<file path="src/rtl/demux1to4_stream.sv">
// Registered 1-to-4 stream demultiplexer: one producer, four independent consumers,
// each channel backed by a one-entry holding register and an accepted-word counter.
module demux1to4_stream #(
    parameter int DATA_W = 8,
    parameter int CNT_W  = 8
) (
    input  logic              clk,
    input  logic              rst_n,
    input  logic              in_valid,
    output logic              in_ready,
    input  logic [DATA_W-1:0] in_data,
    input  logic              s0,
    input  logic              s1,
    output logic [3:0]        out_valid,
    input  logic [3:0]        out_ready,
    output logic [DATA_W-1:0] out_data0,
    output logic [DATA_W-1:0] out_data1,
    output logic [DATA_W-1:0] out_data2,
    output logic [DATA_W-1:0] out_data3,
    output logic [CNT_W-1:0]  cnt0,
    output logic [CNT_W-1:0]  cnt1,
    output logic [CNT_W-1:0]  cnt2,
    output logic [CNT_W-1:0]  cnt3
);

    logic [1:0]        sel;
    logic              in_fire;
    logic [3:0]        load;
    logic [3:0]        valid_q;
    logic [DATA_W-1:0] data_q [4];
    logic [CNT_W-1:0]  cnt_q  [4];

    assign sel      = {s1, s0};
    // A full channel can still take a word if its consumer drains on the same edge.
    assign in_ready = ~valid_q[sel] | out_ready[sel];
    assign in_fire  = in_valid & in_ready;
    assign load     = in_fire ? (4'b0001 << sel) : 4'b0000;

    always_ff @(posedge clk or negedge rst_n) begin
        if (!rst_n) begin
            valid_q <= 4'b0000;
            for (int i = 0; i < 4; i++) begin
                data_q[i] <= '0;
                cnt_q[i]  <= '0;
            end
        end else begin
            for (int i = 0; i < 4; i++) begin
                if (load[i]) begin
                    data_q[i]  <= in_data;
                    valid_q[i] <= 1'b1;
                    cnt_q[i]   <= cnt_q[i] + 1'b1;
                end else if (valid_q[i] && out_ready[i]) begin
                    valid_q[i] <= 1'b0;
                end
            end
        end
    end

    assign out_valid = valid_q;
    assign out_data0 = data_q[0];
    assign out_data1 = data_q[1];
    assign out_data2 = data_q[2];
    assign out_data3 = data_q[3];
    assign cnt0      = cnt_q[0];
    assign cnt1      = cnt_q[1];
    assign cnt2      = cnt_q[2];
    assign cnt3      = cnt_q[3];

endmodule
</file>
<file path="config.mk">
export PLATFORM = sky130hd
export DESIGN_NAME = demux1to4_stream
export DESIGN_NICKNAME = d
export VERILOG_FILES = /design/src/rtl/demux1to4_stream.sv
export SDC_FILE = /design/constraint.sdc
export NUM_CORES = 1
export LEC_CHECK = 0
export CAP_MARGIN = 40
export CORE_MARGIN = 10
export CORE_UTILIZATION = 42
export DETAILED_ROUTE_END_ITERATION = 12
export GPL_TIMING_DRIVEN = 0
export PLACE_DENSITY_LB_ADDON = 0.15
export SKIP_CTS_REPAIR_TIMING = 1
export SYNTH_ARGS = -nofsm -noshare
export SYNTH_HDL_FRONTEND = slang
export SYNTH_SLANG_ARGS = --single-unit
</file>
<file path="constraint.sdc">
create_clock -name clk -period 1.4 [get_ports clk]
set_input_delay 0.21 -clock clk [delete_from_list [all_inputs] [get_ports clk]]
set_output_delay 0.21 -clock clk [all_outputs]
set_load 0.01 [all_outputs]
</file>
==> metrics.md <==
| Metric | Value |
|---|---|
| Crit-path slowest cell | `mux4_2` |
| First-pass GRT wire length | `10.6 mm` |
| Area after DPL | `3820 sq um` |
| Post-synthesis adder-cell area fraction | `1.75%` |
| Combinational Power Share | `32.9%` |
| Drt wl/cell | `17.4 microns` |
| CTS Buffer Depth | `2` |
| Iteration count of the initial detailed-routing pass | `4` |
| Max incr delay on CP | `540 ps` |
| CP top delay family | `buffers and inverters` |
| Starting Density | `42.6%` |
| Crit. path cell count | `4` |
| Critical path buffers and inverters | `2` |
| # clock sinks | `68` |
| Library cells used by synthesis | `30` |
| Initial antenna violation count | `0` |
| H-Tree Depth | `3` |
| Slew Limit Fails | `0` |
| Power, Total | `6950 uW` |
| Xor and xnor area share after synthesis | `8.56%` |
| Failing checks | `negative setup slack` |
| Largest area contributor in the netlist | `dfrtp_1` |
| Min-Delay Path Class | `input port to flop` |
| TritonCTS Buffers | `9` |
| Mux contribution to synthesized area | `15.7%` |
| CTS tree | `yes` |
| Hold path depth | `2` |
| Status | `finished with violations` |
| Die area | `10500 sq um` |
| GRT Residual Overflow | `0` |
| CP Cell Sequence | `clkdlybuf4s50_1 > nand2b_1 > mux4_2 > buf_6` |
| Syn Nets | `223` |
| PwrDens | `1540 nW/um^2` |
| Sw Share | `30.2%` |
| Share of synthesized area occupied by flip-flops and latches | `59.4%` |
| Clk Latency, worst-skew pair | `340 ps` |
| Reg2Reg Depth | `6` |
| Top-count cell post-synth | `dfrtp_1` |
| Area of the mapped netlist | `2870 sq um` |
| Routability cong. | `0.751` |
| Diodes inserted | `0` |
| Root buf cell | `clkbuf_8` |
| Reg clk slew, reported paths | `80 ps` |
| Maxcap violations | `0` |
| Die W | `103 microns` |
| Combinational family with the most area after synthesis | `multiplexers` |
| Max VDD drop | `911 uV` |
| Slew Limit Headroom | `70.4%` |
| Synth cell count leaders | `68 x dfrtp_1, 30 x mux2_2, 15 x xnor2_1` |
| Leakage power | `0.00274 uW` |
| # IOs | `86` |
| Int Power | `4850 uW` |
| HPWL after DPL | `4.82 mm` |
| WP data required | `1190 ps` |
| Residual DRC | `0` |
| Worst setup slack after layout | `-329 ps` |
| Synth area leaders | `dfrtp_1 59%, mux2_2 12%, xnor2_1 4.6%` |
| Max Clk Rate | `0.578 GHz` |
| WL final | `7.17 mm` |
| Hold Vio Cnt, Final | `0` |
| Async SR Flop Fraction | `100%` |
| Avg Inst Size Synth | `14.2 sq um` |
| Vias in the first global route | `2000` |
| RSZ-0062 raised after global routing | `yes` |
| Skew final | `11.4 ps` |
| Post-Synth Simple-Gate Area | `12.4%` |
| Final net count | `348` |
| Clock network power share | `25.9%` |
| Yosys top cell area share | `59.4%` |
| Synth Flop Type | `dfrtp_1` |
| Critical Path Sink Type | `output pin` |
| Compound-gate portion of the synthesized area | `0.175%` |
| Crit Path Category | `input port to output pin` |
| DR iter-0 viols | `67` |
| Die height | `103 microns` |
| Layout Cell Area excl Fill | `4510 sq um` |
| Critical path startpoint category | `input port` |
| Fin cells | `412` |
| All-Layer GR Usage | `12.9%` |
| Syn Inst Count | `202` |
| Count of state elements after synthesis | `68` |
| Vias per cell | `4.93` |
| Area growth syn-to-layout | `57.4%` |
| Placed insts | `367` |
| Ys Warns | `0` |
| Critical Path Fanout Max | `4` |
| CORE AREA | `6720 sq um` |
| Vias | `2033` |
| Share of layout cells above drive strength 1 | `31.6%` |
| Port Buffers | `84` |
| Final setup violation count | `18` |
| FP Rows | `30` |
| Number of synthesized flops with an enable pin | `0` |
| Sequential Power Share | `41.1%` |
| Routed Antenna Nets | `0` |
| Pin count of the biggest net entering global routing | `37` |
| Worst-margin pin slew | `444 ps` |
| Psw | `2100 uW` |
| Period utilization | `123%` |
| Minimum clock period | `1730 ps` |
| Critical Path AT | `1520 ps` |
## stage by stage
stage | worst slack [ps] | util, % | hold slack [ps] | setup TNS [ps]
floorplan | 2.60 | - | -85.6 | 0
global placement | -2280 | 56.6 | 460 | -180980
detailed placement | -804 | 56.9 | 182 | -27520
CTS | -803 | 60.2 | -184 | -12610
global route | -373 | 67.1 | 155 | -3410
finish | -329 | 67.1 | 152 | -2650
## placed cells by master (no fill, tap or decap), drive strengths merged, types with 6 or more instances in the layout
master / instances
xor2: 13
nand4: 6
nor3: 6
xnor2: 15
nand3: 11
nand2: 14
mux2: 36
clkdlybuf4s50: 12
dfrtp: 68
clkbuf: 9
buf: 36
dlymetal6s2s: 70
## registers in the layout, summed over array words and instances (netlist names)
| name | flops |
|---|---|
| out_data3 | 8 |
| out_data1 | 8 |
| out_valid | 4 |
| out_data2 | 8 |
| cnt3 | 8 |
| out_data0 | 8 |
| cnt1 | 8 |
| cnt2 | 8 |
| cnt0 | 8 |
## logic make-up after synthesis
logic type / Yosys count
flip-flops: 68
AND/OR/NAND/NOR: 59
multiplexers: 37
XOR/XNOR: 28
buffers and inverters: 5
adder cells (fa/ha/maj): 4
AO/OA/AOI/OAI: 1
## metal layers
metal | GRT usage, % | share of wire (%)
met1 | 16.9 | 46
met2 | 18.5 | 47
met3 | 5.29 | 6.6
met4 | 5.21 | 0.92
met5 | 0 | 0
## power groups by stage
stage | sequential, uW | clock, uW | combinational (uW)
after floorplan | 3100 | 0 | 618
after global placement | 2930 | 0 | 2060
after detailed placement | 2940 | 0 | 2090
after CTS | 2910 | 1840 | 2090
after global routing | 2940 | 1950 | 2480
final | 2860 | 1800 | 2290
## worst reg2reg max path: cells and delay by family, from the launching register on
kind / cells / cell delay (ps)
XOR/XNOR: 1 / 120
AND/OR/NAND/NOR: 2 / 180
multiplexers: 1 / 520
flip-flops: 1 / 390
buffers and inverters: 2 / 300
## area by class of cell
class | count | area (sq um)
fillers | 520 | 2210
multi-input cells | 129 | 1140
clock buffers | 9 | 124
well taps | 80 | 100
repair buffers | 114 | 1270
plain buffers | 5 | 68.8
flip-flops and latches | 68 | 1710
clock inverters | 7 | 98.8
## worst paths after layout
| check | to | slack (ps) | from |
|---|---|---|---|
| max | in_ready | -330 | out_ready[3] |
| min | out_valid[1] | 150 | s1 |
| max reg2reg | cnt2[6] | -180 | out_valid[1] |
| min reg2reg | cnt0[7] | 470 | cnt0[7] |
| max in group asynchronous | cnt2[1] | 490 | rst_n |
| min in group asynchronous | cnt1[6] | 360 | rst_n |
Power figures use the tool's default switching activity.
